`config.mk`:
```
export PLATFORM = sky130hd
export DESIGN_NAME = decoder_onehot_scan
export DESIGN_NICKNAME = d
export VERILOG_FILES = /design/src/rtl/decoder_onehot_scan.sv
export SDC_FILE = /design/constraint.sdc
export NUM_CORES = 1
export LEC_CHECK = 0
export BUFFER_PORTS_ARGS = -buffer_cell sky130_fd_sc_hd__buf_2
export CAP_MARGIN = 40
export CELL_PAD_IN_SITES_DETAIL_PLACEMENT = 1
export CELL_PAD_IN_SITES_GLOBAL_PLACEMENT = 2
export CORE_MARGIN = 10
export CORE_UTILIZATION = 25
export DETAILED_ROUTE_END_ITERATION = 12
export GPL_ROUTABILITY_DRIVEN = 1
export PLACE_DENSITY = 0.62
export SLEW_MARGIN = 20
export SYNTH_ARGS = -nofsm -noshare
export SYNTH_HDL_FRONTEND = slang
export SYNTH_SLANG_ARGS = --single-unit
```
`constraint.sdc`:
```
create_clock -name clk_in -period 4.9 [get_ports clk_in]
set_input_delay 0.735 -clock clk_in [delete_from_list [all_inputs] [get_ports clk_in]]
set_output_delay 0.735 -clock clk_in [all_outputs]
set_load 0.02 [all_outputs]
```
`src/rtl/decoder_onehot_scan.sv`:
```
// Registered SEL_W-to-2**SEL_W one-hot decoder with active-low enable.
// DIRECT mode loads the index via valid/ready; SCAN mode steps through every position with a programmable dwell.
module decoder_onehot_scan #(
    parameter int SEL_W   = 2,
    parameter int DWELL_W = 8
) (
    input  logic                  clk_in,
    input  logic                  rst_n_in,
    input  logic                  en_in,
    input  logic                  mode_in,
    input  logic [SEL_W-1:0]      sel_in,
    input  logic                  sel_valid_in,
    output logic                  sel_ready_out,
    input  logic [DWELL_W-1:0]    dwell_in,
    output logic [2**SEL_W-1:0]   out,
    output logic [SEL_W-1:0]      idx_out,
    output logic                  wrap_out
);

    typedef enum logic [1:0] {
        IDLE,
        DIRECT,
        SCAN
    } state_t;

    state_t               state;
    state_t               next_state;
    logic [DWELL_W-1:0]   cnt;
    logic [DWELL_W-1:0]   next_cnt;
    logic [SEL_W-1:0]     next_idx;
    logic [2**SEL_W-1:0]  next_out;
    logic                 next_wrap;
    logic                 scan_step;

    always_comb begin
        sel_ready_out = (state == DIRECT);
    end

    always_comb begin
        next_state = IDLE;
        next_idx   = idx_out;
        next_cnt   = '0;
        next_wrap  = 1'b0;
        next_out   = '0;
        // >= rather than == so a shrinking dwell_in steps at the next edge instead of waiting for counter wrap
        scan_step  = (state == SCAN) && (cnt >= dwell_in);

        if (!rst_n_in) begin
            next_state = IDLE;
            next_idx   = '0;
        end else if (en_in) begin
            next_state = IDLE;
        end else begin
            next_state = mode_in ? SCAN : DIRECT;
            if (state == DIRECT && sel_valid_in) begin
                next_idx = sel_in;
            end else if (scan_step) begin
                next_idx  = idx_out + 1'b1;
                next_wrap = (idx_out == '1);
            end
            if (next_state == SCAN && state == SCAN && !scan_step) begin
                next_cnt = cnt + 1'b1;
            end
        end

        if (next_state != IDLE) begin
            next_out[next_idx] = 1'b1;
        end
    end

    always_ff @(posedge clk_in) begin
        state    <= next_state;
        idx_out  <= next_idx;
        cnt      <= next_cnt;
        wrap_out <= next_wrap;
        out      <= next_out;
    end

endmodule
```
* Word level (Yosys, flattened, before mapping)
Index checks and enable logic that the tools add are counted.
** Storage, ports and cells
- Output and inout bits :: 8
- Bits in registers :: 17
- Logic and storage cells :: 35
** Cells by class
- Multiplexer cells :: 9
- Order comparisons :: 3
- Add/subtract/negate cells :: 2
- Bitwise operators :: 3
- Reduce and logical (&&, ||, !) cells :: 9
- Equal/unequal tests :: 4
** Operators by type and width (number)
- $mux 2 :: 7
- $add 8x1->8 const B :: 1
- $ge 8x8->1 :: 1
- $eq 2x2->1 const B :: 3
- $logic_and 1x1->1 :: 5
- $reduce_or 4->1 :: 1
- $lt 2x3->1 const B :: 1
- $not 1->1 :: 3
- $reduce_or 3->1 :: 1
- $add 2x1->2 const B :: 1
- $demux 1 s2 :: 1
- $eq 2x1->1 const B :: 1
- $ge 2x1->1 const B :: 1
- $reduce_bool 2->1 :: 1
- $logic_not 1->1 :: 1
- $mux 1 :: 1

* Logic depth before layout (Yosys ltp)
Gate-level depths: netlist of the first run.
- Word-level depth :: 10
- Gate-level depth with buffers :: 7

* Least setup slack after synthesis of the first run
OpenSTA, ideal clock, no wires.
- Path type :: input-to-reg
- From :: in dwell_in[2]
- To :: reg out[2]
- Library setup time :: 116 ps
- Arrival :: 1993 ps
- Slack :: 2791 ps
- Data required time :: 4784 ps
- Stages on the path :: 7
- Cell sequence :: inv_1 > ha_1 > a211oi_2 > o21ai_2 > a21oi_4 > o221ai_2 > and4_1
** Between the ends
- Word-level cells in the longest chain between the ends :: 10
** RTL lines
- from (decl) :: line 14 : input logic [DWELL_W-1:0] dwell_in,
- $ge 8x8->1 (*) :: line 46 : scan_step = (state == SCAN) && (cnt >= dwell_in);
- $logic_and 1x1->1 (*) :: line 46
- $mux 2 (*) :: line 57 : end else if (scan_step) begin
- $mux 2 (*) :: line 55 : if (state == DIRECT && sel_valid_in) begin
- $mux 2 (*) :: line 51 : end else if (en_in) begin
- $mux 2 (*) :: line 48 : if (!rst_n_in) begin
- net next_idx[1] :: line 30 : logic [SEL_W-1:0] next_idx;
- $lt 2x3->1 (implied by the code) / $ge 2x1->1 (equally long branches) :: line 67 : next_out[next_idx] = 1'b1;
- $logic_and 1x1->1 (implied by the code) :: line 67
- $mux 1 (implied by the code) :: line 67
- $demux 1 s2 (*) :: line 67
- to (signal assigned) :: line 76 : out <= next_out;
- to (decl) :: line 15 : output logic [2**SEL_W-1:0] out,
The timed path passes the listed nets; every way through them passes the cells marked *.
A chain may end at the register's enable or synchronous reset.

* Worst setup path after layout of the first run
Same ends and word-level chain as after synthesis.

==> results.sh, run 1 <==
export IMPL_coreArea_um2=3720
export IMPL_switching_share_pct=23.6
export IMPL_synth_async_reset_ratio_pct=0
export IMPL_synth_ff_type="dfxtp_1"
export IMPL_cts_clk_slew_worst_paths_ns=0.07
export IMPL_placed_cells=174
export IMPL_yosysSeqAreaShare_pct=35.0
export IMPL_cts_sinks=17
export IMPL_post_cts_buffers=0
export IMPL_fin_cells=178
export IMPL_place_hpwl_um=1930
export IMPL_p_sw_w=0.0000643
export IMPL_cap_violations=0
export IMPL_postLayoutCellArea_um2=1190
export IMPL_io_pins=23
export IMPL_die_h_um=82.4
export IMPL_ir_worst_vdd_mv=0.0725
export IMPL_finalSetupViolations=0
export IMPL_crit_type="in -> reg"
export IMPL_p_leak_nw=0.549
export IMPL_layout_drive_gt1_share_pct=27.7
export IMPL_fmax_ghz=0.482
export IMPL_nets=156
export IMPL_reg2reg_to="out[2]"
export IMPL_fin_worst_skew_ns=0.00200
export IMPL_synth_seq_cells=17
export IMPL_slew_limit_headroom_pct=74.3
export IMPL_numCtsBuffers=3
export IMPL_synth_cell_type_count=37
export IMPL_nFillCells=445
export IMPL_crit_path_end_kind="flip-flop"
export IMPL_ctsLongestPathBuffers=2
export IMPL_cts_resized=0
export IMPL_critPathRequiredTime_ns=5.04
export IMPL_cp_max_fo=8
export IMPL_grt_max_degree=11
export IMPL_hp_class="reg -> reg"
export IMPL_worstHoldStart="cnt[0]"
export IMPL_p_seq_share_pct=52.2
export IMPL_startpoint_type="input port"
export IMPL_dr_pass1_iters=2
export IMPL_internal_power_w=0.000208
export IMPL_synth_edf_count=0
export IMPL_final_common_cell="buf_2"
export IMPL_via_count=806
export IMPL_outcome="finished, final reports clean"
export IMPL_io_buffers=22
export IMPL_ant_nets=0
export IMPL_tightest_slew_ns=0.383
export IMPL_start_util_pct=26.2
export IMPL_final_cell_mix="buf_2, dfxtp_1, nor2_1, inv_1, ha_1"
export IMPL_synthCells=104
export IMPL_wl_per_cell_um=12.8
export IMPL_wl_met1_um=1090
export IMPL_ys_warn_count=0
export IMPL_cts_tree="built"
export IMPL_hold_buffers=0
export IMPL_avgViaCountPerCell=4.53
export IMPL_synth_area_um2=973
export IMPL_fin_crit_sh_pct=42.4
export IMPL_rsz0062_at_grt="no"
export IMPL_period_needed_ns=2.08
export IMPL_wl_met3_um=191
export IMPL_grt_pass1_wl_um=4020
export IMPL_combPwrFrac_pct=10.1
export IMPL_n_antenna_cell=0
export IMPL_die_area_um2=6790
export IMPL_antenna_found_initial=0
export IMPL_area_growth_pct=22.2
export IMPL_syn_area_per_cell_um2=9.36
export IMPL_grt_pass1_vias=842
export IMPL_global_route_usage_total_pct=7.48
export IMPL_setup_tns_ns=0
export IMPL_min_to="cnt[0]"
export IMPL_hold_path_depth=1
export IMPL_power_density_nw_per_um2=229
export IMPL_cts_root_buf="clkbuf_8"
export IMPL_dr_max_layer_used="met4"
export IMPL_met2_length_um=986
export IMPL_reg2reg_slack_ns=3.06
export IMPL_die_width_um=82.4
export IMPL_maxSlewViolCount=0
export IMPL_syn_nets=129
export IMPL_dpl_instance_area_um2=1140
export IMPL_cp_arrival_ns=2.22
export IMPL_rows=22
export IMPL_grt_ovfl_total=0
export IMPL_wirelength_um=2280
export IMPL_hold_viol=0
export IMPL_drt_iter0_drc=10
export IMPL_worstSkewPairLatency_ns=0.25
export IMPL_h_tree_depth=1
export IMPL_drc=0
export IMPL_r2r_start="cnt[2]"
export IMPL_reg2reg_depth=6
export IMPL_place_congestion=0.718
export IMPL_clkPwrFrac_pct=37.7
## registers in the layout (all words and copies together), names as in the netlist
signal	flops
state	2
cnt	8
idx_out	2
out	4
wrap_out	1
## power groups by stage
stage	registers, W	clock network (W)	logic, W
final	0.000142	0.000103	0.0000276
after global placement	0.000145	0	0.0000277
after floorplan	0.000146	0	0.0000148
after global routing	0.000143	0.000114	0.0000315
after detailed placement	0.000145	0	0.0000282
after CTS	0.000142	0.000107	0.0000284
## routing by layer
layer / vias up / track usage (%)
li1: 417 / -
met5: - / 0
met2: 15 / 10.9
met1: 372 / 9.47
met4: 0 / 2.55
met3: 2 / 3.46
## logic make-up after synthesis
kind of cell    count (synthesis)  synth area share, %
compound gates                 21                 17.7
flops                          17                 35.0
buf+inv                        11                 4.24
simple gates                   39                 24.8
xor+xnor                        6                 5.40
fa+ha+maj                      10                 12.9
## stage by stage
step | total power, W | setup WS (ns) | util [%] | hold slack [ns]
2_1_floorplan | 0.000161 | 2.79 | - | 0.430
3_3_place_gp | 0.000173 | 2.57 | 30.8 | 0.464
3_5_place_dp | 0.000174 | 2.54 | 30.8 | 0.462
4_1_cts | 0.000278 | 2.81 | 32.0 | 0.476
5_1_grt | 0.000288 | 2.67 | 32.0 | 0.526
6_report | 0.000273 | 2.82 | 32.0 | 0.469
## final cells by class
cell class,instances,area [um2],area share [%]
clock buffers,3,41.3,3.47
clock inverters,1,5.00,0.421
inverters,11,41.3,3.47
multi-input cells,76,592,49.7
flip-flops and latches,17,340,28.6
well taps,48,60.1,5.05
repair buffers,22,110,9.25
## worst max-delay path, cell delays in order
cell	delay, ns
buf_2	0.07
inv_1	0.03
ha_1	0.31
a211oi_2	0.25
o21ai_2	0.11
a21oi_4	0.28
o221ai_2	0.20
and4_1	0.23
## Yosys cell counts, drive strengths merged (3+ instances only)
library cell | count | area, um2
inv | 11 | 41.3
nand2b | 3 | 21.3
xor2 | 3 | 26.3
nand2 | 6 | 22.5
nor2b | 3 | 18.8
nand3 | 3 | 15.0
dfxtp | 17 | 340
a21oi | 5 | 36.3
nor2 | 12 | 45.0
ha | 10 | 125
o21ai | 4 | 27.5
xnor2 | 3 | 26.3
## worst max-delay path by stage
| stage | start | endpoint | slack (ns) | depth (start not counted) |
|---|---|---|---|---|
| floorplan | dwell_in[2] | out[2] | 2.79 | 7 |
| global placement | dwell_in[2] | out[2] | 2.57 | 8 |
| detailed placement | dwell_in[2] | out[2] | 2.54 | 8 |
| CTS | dwell_in[2] | out[2] | 2.81 | 8 |
| global route | dwell_in[2] | out[1] | 2.67 | 8 |
| finish | dwell_in[2] | out[2] | 2.82 | 8 |
Power figures use the tool's default switching activity.
==> run 2, diff against run 1 <==
- PLACE_DENSITY: 0.62 -> 0.65
- clock period: 4.9 -> 1.9 ns (I/O delays scaled with it)
==> run 2 against run 1 <==
Sequential power grew to 2.6 times the previous value. Clock skew is 0.0014 ns lower. Die area stayed put. Utilization rose by 1.2 points. Sequential share of layout area is 0.94 points lower. Flip-flop and latch count is the same. Wire length is 7.2% higher. Register-to-register slack got worse by 2.9 ns.
==> results.sh, run 2 (same netlist as run 1, synthesis figures left out) <==
export IMPL_outcome="finished, final reports clean"
export IMPL_wl_per_cell_um=13.4
export IMPL_area_growth_pct=26.9
export IMPL_ctsLongestPathBuffers=2
export IMPL_grt_ovfl_total=0
export IMPL_worstHoldStart="mode_in"
export IMPL_startpoint_type="flip-flop"
export IMPL_fmax_ghz=0.560
export IMPL_drc=0
export IMPL_layout_drive_gt1_share_pct=32.6
export IMPL_r2r_start="cnt[3]"
export IMPL_critPathRequiredTime_ns=2.07
export IMPL_fin_crit_sh_pct=94.0
export IMPL_numCtsBuffers=3
export IMPL_cts_clk_slew_worst_paths_ns=0.06
export IMPL_h_tree_depth=1
export IMPL_avgViaCountPerCell=4.52
export IMPL_power_density_nw_per_um2=576
export IMPL_cts_root_buf="clkbuf_8"
export IMPL_hp_class="in -> reg"
export IMPL_finalSetupViolations=0
export IMPL_largest_reg_flops=8
export IMPL_slew_limit_headroom_pct=74.7
export IMPL_grt_pass1_wl_um=4050
export IMPL_final_common_cell="buf_2"
export IMPL_startpoint="cnt[3]"
export IMPL_tightest_slew_ns=0.376
export IMPL_die_width_um=82.4
export IMPL_place_hpwl_um=2040
export IMPL_nets=161
export IMPL_start_util_pct=26.2
export IMPL_io_pins=23
export IMPL_rsz0062_at_grt="yes"
export IMPL_cts_tree="built"
export IMPL_crit_path_end_kind="flip-flop"
export IMPL_fin_worst_skew_ns=0.000610
export IMPL_worstSkewPairLatency_ns=0.25
export IMPL_cp_max_fo=8
export IMPL_die_area_um2=6790
export IMPL_period_needed_ns=1.79
export IMPL_dr_pass1_iters=4
export IMPL_cp_arrival_ns=1.96
export IMPL_regMostFlops="cnt"
export IMPL_antenna_found_initial=0
export IMPL_coreArea_um2=3720
export IMPL_p_leak_nw=0.570
export IMPL_placed_cells=177
export IMPL_global_route_usage_total_pct=7.59
export IMPL_multi_input_area_um2=599
export IMPL_hold_viol=0
export IMPL_setup_tns_ns=0
export IMPL_drt_iter0_drc=24
export IMPL_crit_type="reg -> reg"
export IMPL_cap_violations=0
export IMPL_via_count=827
export IMPL_ant_nets=0
export IMPL_grt_pass1_vias=909
export IMPL_fin_cells=183
export IMPL_rows=22
export IMPL_n_antenna_cell=0
export IMPL_ir_worst_vdd_mv=0.427
export IMPL_die_h_um=82.4
export IMPL_place_congestion=0.701
export IMPL_io_buffers=22
export IMPL_reg_top3="cnt (8), out (4)"
export IMPL_wirelength_um=2450
export IMPL_grt_max_degree=10
export IMPL_p_total_w=0.000712
export IMPL_regArea_um2=342
export IMPL_final_cell_mix="buf_2, dfxtp_1, inv_1, nor2_1, ha_1"
export IMPL_cts_sinks=17
export IMPL_nFillCells=457
export IMPL_maxSlewViolCount=0
==> run 2: power by group <==
group | switching (W) | total, W | leakage, nW | internal, W
clock network | 0.000119 | 0.000268 | 0.0228 | 0.000149
registers | 0.00000520 | 0.000366 | 0.138 | 0.000361
logic | 0.0000432 | 0.0000772 | 0.409 | 0.0000340
total | 0.000168 | 0.000712 | 0.570 | 0.000544
==> run 2: path summary, 6_finish.rpt <==
path	end	slack, ns	depth (start not counted)
worst max-delay path	idx_out[0]	0.11	6
worst min-delay path	state[0]	0.20	2
worst max register to register	idx_out[0]	0.11	6
worst min register to register	cnt[0]	0.43	1
==> run 2: what timing repair did <==
action / CTS / global route
setup buffers: 0 / 2
endpoints found under the setup margin: 0 / 13
hold buffers: 0 / 0
hold endpoints to repair: 0 / 0
gates resized for setup: 0 / 4
==> run 2: area by class of cell <==
| cell class | count | area share [%] |
|---|---|---|
| Multi-Input combinational cell | 76 | 48.5 |
| Sequential cell | 17 | 27.7 |
| Timing Repair Buffer | 27 | 12.0 |
| Tap cell | 48 | 4.86 |
| Clock buffer | 4 | 3.65 |
| Inverter | 11 | 3.34 |
==> run 2: through the flow <==
| step | utilization (%) | instance area, um2 | hold WS (ns) | setup slack, ns |
|---|---|---|---|---|
| after global routing | 33.2 | 1230 | 0.206 | -0.0323 |
| after global placement | 31.4 | 1170 | 0.452 | 0.0342 |
| after detailed placement | 31.4 | 1170 | 0.458 | -0.0257 |
| final | 33.2 | 1230 | 0.202 | 0.114 |
| after floorplan | - | 973 | 0.357 | 0.240 |
| after CTS | 32.6 | 1210 | 0.199 | 0.0587 |
==> run 2: critical path, stage by stage (launching register included) <==
cell and delay (ns):
dfxtp_1 0.34, ha_2 0.33, nor2_2 0.05, nor3_4 0.24, a21oi_4 0.13, or4_1 0.48, a31oi_1 0.15
==> run 2: layer usage <==
metal | up-vias | global-route usage [%] | share of wire [%]
li1 | 428 | - | -
met4 | 0 | 3.06 | 1.1
met2 | 16 | 12.9 | 49
met3 | 4 | 2.27 | 5.4
met1 | 379 | 8.67 | 44
met5 | - | 0 | 0
